File: src/rtl/regs_dump.sv
// Register-file dump sequencer: walks the read port from the first to the last index
// and presents each captured word on a valid/ready output stream.
module regs_dump #(
    parameter int unsigned SKIP_ZERO = 0,
    parameter int unsigned LAST_REG  = 31
) (
    input  logic        clk,
    input  logic        rst,
    input  logic        start,
    input  logic        abort,
    output logic [4:0]  rd_addr,
    input  logic [31:0] rd_data,
    output logic        out_valid,
    input  logic        out_ready,
    output logic [4:0]  out_addr,
    output logic [31:0] out_data,
    output logic        busy,
    output logic        done
);

    localparam logic [4:0] FirstIdx = (SKIP_ZERO != 0) ? 5'd1 : 5'd0;
    localparam logic [4:0] LastIdx  = 5'(LAST_REG);

    typedef enum logic [1:0] {StIdle, StAddr, StHold, StDone} state_e;

    state_e      state_q, state_d;
    logic [4:0]  idx_q, idx_d;
    logic [4:0]  out_addr_q, out_addr_d;
    logic [31:0] out_data_q, out_data_d;

    // State, index and captured word registers; reset clears everything asynchronously.
    always_ff @(posedge clk or posedge rst) begin
        if (rst) begin
            state_q    <= StIdle;
            idx_q      <= 5'd0;
            out_addr_q <= 5'd0;
            out_data_q <= 32'd0;
        end else begin
            state_q    <= state_d;
            idx_q      <= idx_d;
            out_addr_q <= out_addr_d;
            out_data_q <= out_data_d;
        end
    end

    // Sweep sequencing: ADDR samples the read port, HOLD waits for the consumer.
    always_comb begin
        state_d    = state_q;
        idx_d      = idx_q;
        out_addr_d = out_addr_q;
        out_data_d = out_data_q;
        case (state_q)
            StIdle: begin
                if (start) begin
                    idx_d   = FirstIdx;
                    state_d = StAddr;
                end
            end
            StAddr: begin
                if (abort) begin
                    state_d = StIdle;
                end else begin
                    out_addr_d = idx_q;
                    out_data_d = rd_data;
                    state_d    = StHold;
                end
            end
            StHold: begin
                // Abort takes priority over a same-cycle handshake.
                if (abort) begin
                    state_d = StIdle;
                end else if (out_ready) begin
                    if (idx_q == LastIdx) begin
                        state_d = StDone;
                    end else begin
                        idx_d   = idx_q + 5'd1;
                        state_d = StAddr;
                    end
                end
            end
            StDone: begin
                state_d = StIdle;
            end
            default: begin
                state_d = StIdle;
            end
        endcase
    end

    // Outputs decoded directly from registered state.
    always_comb begin
        rd_addr   = idx_q;
        out_addr  = out_addr_q;
        out_data  = out_data_q;
        out_valid = (state_q == StHold);
        busy      = (state_q != StIdle);
        done      = (state_q == StDone);
    end

endmodule
File: config.mk
export PLATFORM = sky130hd
export DESIGN_NAME = regs_dump
export DESIGN_NICKNAME = d
export VERILOG_FILES = /design/src/rtl/regs_dump.sv
export SDC_FILE = /design/constraint.sdc
export NUM_CORES = 1
export LEC_CHECK = 0
export CAP_MARGIN = 5
export CORE_AREA = 2 2 90 92
export DETAILED_ROUTE_END_ITERATION = 16
export DIE_AREA = 0 0 92 94
export SLEW_MARGIN = 5
export SYNTH_ARGS = -nofsm -noshare
export SYNTH_HDL_FRONTEND = slang
export SYNTH_SLANG_ARGS = --single-unit
File: constraint.sdc
create_clock -name clk -period 2.78 [get_ports clk]
set_clock_uncertainty 0.2 [all_clocks]
set_input_delay 0.556 -clock clk [delete_from_list [all_inputs] [get_ports clk]]
set_output_delay 0.556 -clock clk [all_outputs]
set_load 0.02 [all_outputs]
==> run_results.csv, run 1 <==
group,metric,value,unit
critical_path,cp_slowest_cell,"clkdlybuf4s50_1",
die,coreArea,0.00761,mm²
synth,synth_compound_area_share,2.74,%
synth,synth_fp_nets,160,
global_routing,antenna_found_initial,0,
clocking,cts_max_level,2,
timing,rsz0062_at_grt,"false",
synth,synth_warnings,0,
synth,synth_top_family_by_area,"multiplexers",
critical_path,crit_chain,"nand2b_1, inv_1, clkdlybuf4s50_1",
final_layout,nNetsFinal,247,
synth,avgSynthCellArea,15.4,µm²
die,die_x,92,µm
critical_path,ff2ff_path_depth,6,
routing,drtIter0Drc,16,
clocking,holdBufCountCts,0,
worst_hold_path,hold_start,"out_addr[2]",
global_routing,grtUsageTotal,9.39,%
timing,max_freq,396,MHz
final_layout,diodes,0,
power,powerDensity,773,mW/mm²
die,start_util,24.6,%
clocking,cts_buffers,5,
synth,synth_seq_cells,44,
final_layout,drive_above_1_share,24.9,%
clocking,clock_sinks,44,
die,dieArea,0.00865,mm²
global_routing,grt_pass1_vias,1409,
critical_path,worst_path_largest_cell_delay,0.63,ns
synth,synthAdderAreaFrac,1.34,%
die,pin_count,82,
timing,fin_crit,2.53,ns
clocking,cts_tree,"yes",
critical_path,start_kind,"register",
synth,synth_edf_count,0,
clocking,clk_path_buf_depth,2,
synth,ys_seq_area_share,58.9,%
routing,vias,1271,
synth,synthXorXnorAreaFrac,0,%
final_layout,multi_input_area,704,µm²
synth,yosysTopAreaCellShare,58.9,%
timing,setup-tns-final,0,ns
critical_path,crit_path_end_kind,"output pin",
synth,syn-cell-area,0.00187,mm²
timing,setup_viol,0,
placement,hpwl,2640,µm
timing,final.period_utilization,90.8,%
placement,gp_congestion,0.713,
clocking,path_clk_slew,0.07,ns
synth,yosys-mux-area-fraction,26.0,%
timing,drv_slew,0,
routing,drtPass1Iterations,4,
routing,wl,3700,µm
global_routing,grt_overflow_total,0,
critical_path,crit_type,"reg2out",
routing,viasPerCell,4.09,
critical_path,r2r_slack,0.52,ns
routing,route.detailed.drc,0,
synth,async_reset_ff_share,100,%
final_layout,area_growth,54.7,%
synth,yosys.cell_types.count,27,
synth,yosys-top-cells-count,"dfrtp_1 (44), mux2_2 (26), mux2_4 (10)",
die,dieHeight,94,µm
synth,yosys.area.top_type,"dfrtp_1",
final_layout,final_util,38.0,%
global_routing,grt_max_degree,45,
routing,antenna_left,0,
synth,synthSimpleGateAreaFrac,7.63,%
clocking,insertion_delay,0.29,ns
synth,synthTopCellsByArea,"dfrtp_1 (59%), mux2_2 (16%), mux2_4 (8.0%)",
power,peakVddDrop,0.000335,V
worst_hold_path,whs_endpoint,"out_addr[2]",
die,rows,32,
timing,hold_viol_final,0,
critical_path,crit_path_max_fanout,7,
run,drv_cap,0,
worst_hold_path,hold_depth,1,
clocking,cts-root-buf,"clkbuf_8",
critical_path,worst-endpoint-required,2.02,ns
timing,relSlewSlack,63.5,%
power,cellLeakagePower,1.21,nW
synth,synth_most_common_cell,"dfrtp_1",
final_layout,seq_area,0.00110,mm²
critical_path,r2r_end,"rd_addr[0]",
clocking,cts_resized,0,
timing,tightest_slew,0.548,ns
critical_path,cpLargestDelayFamily,"buffers and inverters",
final_layout,fillers,737,
worst_hold_path,hold_class,"reg2reg",
run_status,status,"finished, final reports clean",
global_routing,grt_pass1_wl,6390,µm
critical_path,r2r_start,"rd_addr[0]",
critical_path,crit_buf_inv,2,
critical_path,crit_arrival,1.77,ns
synth,synth_flop_cell,"dfrtp_1",
synth,postSynthCellCount,121,
clocking,postCtsSetupBuffers,0,
routing,wl_per_cell,11.9,µm
placement,portBuffers,81,
layer usage:
| metal | GRT usage, % | share of wire (%) | vias to the layer above |
|---|---|---|---|
| met4 | 2.61 | 1.2 | 0 |
| li1 | - | - | 601 |
| met3 | 4.57 | 10 | 6 |
| met5 | 0 | 0 | - |
| met2 | 15.9 | 46 | 59 |
| met1 | 10.5 | 43 | 605 |
sequential cells by signal, indices dropped and copies added, names as in the netlist:
register,cells
state_q,2
out_data,32
out_addr,5
rd_addr,5
area by class of cell:
class                           count  share of cell area, %
Clock buffer                        8                   3.12
Inverter                            8                   1.04
Multi-Input combinational cell     66                   24.4
Sequential cell                    44                   38.1
Tap cell                          102                   4.41
Timing Repair Buffer               83                   29.0
cell usage in the layout (no fill, tap or decap), types with 2 or more instances in the layout:
master and count:
mux2_1 2, inv_1 7, dfrtp_1 44, mux2_2 26, mux2i_1 2, clkbuf_1 2
nand2_1 2, mux2_4 10, o211ai_1 3, clkbuf_8 6, a21oi_1 3, ha_1 2
clkdlybuf4s50_1 81
report_power, final:
part / internal (mW) / total [mW] / leakage [nW] / switching, mW
registers: 0.815 / 0.911 / 0.540 / 0.0963
clock network: 0.203 / 0.406 / 0.0455 / 0.203
logic: 0.523 / 0.917 / 0.626 / 0.394
metrics by stage:
stage	power, mW	hold WS, ns	setup WS [ns]	cells	area (µm²)
2_1_floorplan	1.39	0.336	0.550	121	1870
3_3_place_gp	1.85	0.275	0.447	303	2800
3_5_place_dp	1.86	0.276	0.413	303	2800
4_1_cts	2.28	0.295	0.231	311	2890
5_1_grt	2.37	0.324	0.173	311	2890
6_report	2.23	0.290	0.255	311	2890
logic make-up after synthesis:
| group | count (synthesis) |
|---|---|
| flip-flops | 44 |
| AO/OA/AOI/OAI | 8 |
| adder cells (fa/ha/maj) | 2 |
| buffers and inverters | 11 |
| AND/OR/NAND/NOR | 16 |
| multiplexers | 40 |
worst max path at each step:
stage / from / endpoint / slack (ns) / cells past startpoint
detailed placement: abort / rd_addr[0] / 0.41 / 4
floorplan: rd_addr[0] / rd_addr[0] / 0.55 / 6
finish: state_q[0] / out_valid / 0.25 / 3
global placement: abort / rd_addr[0] / 0.45 / 4
CTS: state_q[0] / out_valid / 0.23 / 3
global route: state_q[0] / out_valid / 0.17 / 3
Note: power is estimated with default switching activity, not from simulation.
==> inputs of run 2 (changes only) <==
==> constraint.sdc (replaced) <==
create_clock -name clk -period 3.16 [get_ports clk]
set_clock_uncertainty 0.2 [all_clocks]
set_input_delay 0.632 -clock clk [delete_from_list [all_inputs] [get_ports clk]]
set_output_delay 0.632 -clock clk [all_outputs]
set_load 0.02 [all_outputs]
==> run 2 against run 1 <==
  * Core utilization grew 0.099 points
  * Final area increased by 0.26%
  * Register-to-register slack improved by 0.36 ns
  * Largest cell class unchanged
  * Largest power group unchanged
==> run_results.csv, run 2 (synthesis results as in run 1) <==
group,metric,value,unit
run_status,status,"finished, final reports clean",
die,dieArea,0.00865,mm²
die,die_x,92,µm
critical_path,crit_arrival,1.80,ns
final_layout,final_util,38.1,%
power,totalPowerFinal,1.97,mW
routing,wl_per_cell,12.3,µm
placement,place_area,0.00281,mm²
timing,max_freq,380,MHz
timing,setup-tns-final,0,ns
clocking,postCtsSetupBuffers,0,
final_layout,final_area,0.00290,mm²
routing,viasPerCell,4.04,
critical_path,crit_path_end_kind,"output pin",
final_layout,area_growth,55.1,%
critical_path,crit_path_max_fanout,7,
run,drv_cap,0,
placement,portBuffers,81,
clocking,clock_sinks,44,
clocking,cts_max_level,2,
final_layout,fillers,761,
placement,hpwl,2900,µm
global_routing,grt_pass1_vias,1397,
critical_path,crit_type,"reg2out",
routing,drtPass1Iterations,3,
timing,drv_slew,0,
global_routing,grt_max_degree,22,
clocking,cts_tree,"yes",
routing,wl,3850,µm
critical_path,r2r_slack,0.88,ns
critical_path,start_kind,"register",
clocking,cts_resized,0,
final_layout,drive_above_1_share,25.2,%
clocking,holdBufCountCts,0,
timing,final.period_utilization,83.2,%
final_layout,largest_reg_flops,32,
critical_path,worst-endpoint-required,2.33,ns
timing,fin_crit,2.63,ns
die,pin_count,82,
clocking,insertion_delay,0.29,ns
routing,route.detailed.drc,0,
timing,setup_viol,0,
clocking,cts-root-buf,"clkbuf_8",
global_routing,grtUsageTotal,9.67,%
placement,gp_congestion,0.714,
final_layout,nNetsFinal,248,
final_layout,layout_commonest_cell,"clkdlybuf4s50_1",
timing,hold_viol_final,0,
timing,relSlewSlack,77.0,%
global_routing,grt_overflow_total,0,
timing,tightest_slew,0.345,ns
power,peakVddDrop,0.000327,V
final_layout,diodes,0,
global_routing,antenna_found_initial,0,
power,powerDensity,679,mW/mm²
die,rows,32,
die,dieHeight,94,µm
clocking,cts_buffers,5,
critical_path,crit_buf_inv,2,
critical_path,cpLargestDelayFamily,"buffers and inverters",
worst_hold_path,hold_class,"reg2reg",
critical_path,crit_chain,"nand2b_1, inv_1, clkdlybuf4s50_1",
power,cellLeakagePower,1.22,nW
clocking,clk_path_buf_depth,2,
routing,drtIter0Drc,14,
routing,vias,1259,
die,coreArea,0.00761,mm²
final_layout,final_cell_mix,"clkdlybuf4s50_1 (81), dfrtp_1 (44), mux2_2 (26)",
clocking,path_clk_slew,0.08,ns
global_routing,grt_pass1_wl,6620,µm
routing,antenna_left,0,
critical_path,worst_path_largest_cell_delay,0.63,ns
timing,rsz0062_at_grt,"false",
critical_path,cp_slowest_cell,"clkdlybuf4s50_1",
die,start_util,24.6,%
-- run 2: cell types whose count changed in the layout (fill, tap and decap cells not counted), sizes merged --
cell | before | now
buf | 2 | 3
-- run 2: area by class of cell --
type | count | area [µm²] | area share [%]
Inverter | 8 | 30.0 | 1.04
Timing Repair Buffer | 84 | 846 | 29.2
Tap cell | 102 | 128 | 4.40
Multi-Input combinational cell | 66 | 704 | 24.3
Clock buffer | 8 | 90.1 | 3.11
Sequential cell | 44 | 1100 | 38.0
-- run 2: final timing paths --
kind / start / to / cells after the start
max in group asynchronous: rst / out_data[24] / 3
min: out_addr[2] / out_addr[2] / 1
min reg2reg: out_addr[2] / out_addr[2] / 1
max reg2reg: rd_addr[0] / rd_addr[0] / 6
max: state_q[0] / out_valid / 3
min in group asynchronous: rst / out_data[25] / 2
-- run 2: per-layer routing --
layer | part of all wire [%] | routed length, µm | up-vias | GRT usage (%)
li1 | - | - | 595 | -
met1 | 45 | 1720 | 600 | 11.3
met2 | 45 | 1740 | 59 | 16.1
met3 | 9.0 | 346 | 5 | 3.93
met4 | 0.99 | 38 | 0 | 3.36
met5 | 0 | 0 | - | 0
-- run 2: through the flow --
stage	cells	hold WS, ns	setup WS, ns
after detailed placement	304	0.274	0.692
final	312	0.289	0.531
after CTS	312	0.294	0.505
after global routing	312	0.333	0.407
after global placement	304	0.276	0.707
after floorplan	121	0.336	0.930
-- run 2: power breakdown --
group / total, mW / switching [mW] / internal, mW
Sequential: 0.806 / 0.0889 / 0.717
Combinational: 0.808 / 0.347 / 0.461
Clock: 0.355 / 0.177 / 0.178
Total: 1.97 / 0.613 / 1.36
-- run 2: worst register-to-register path, delay by kind of cell (launching register included) --
kind	cells	cell delay, ns
flip-flops	1	0.45
adder cells (fa/ha/maj)	2	0.44
AND/OR/NAND/NOR	2	0.44
multiplexers	1	0.37
AO/OA/AOI/OAI	1	0.28
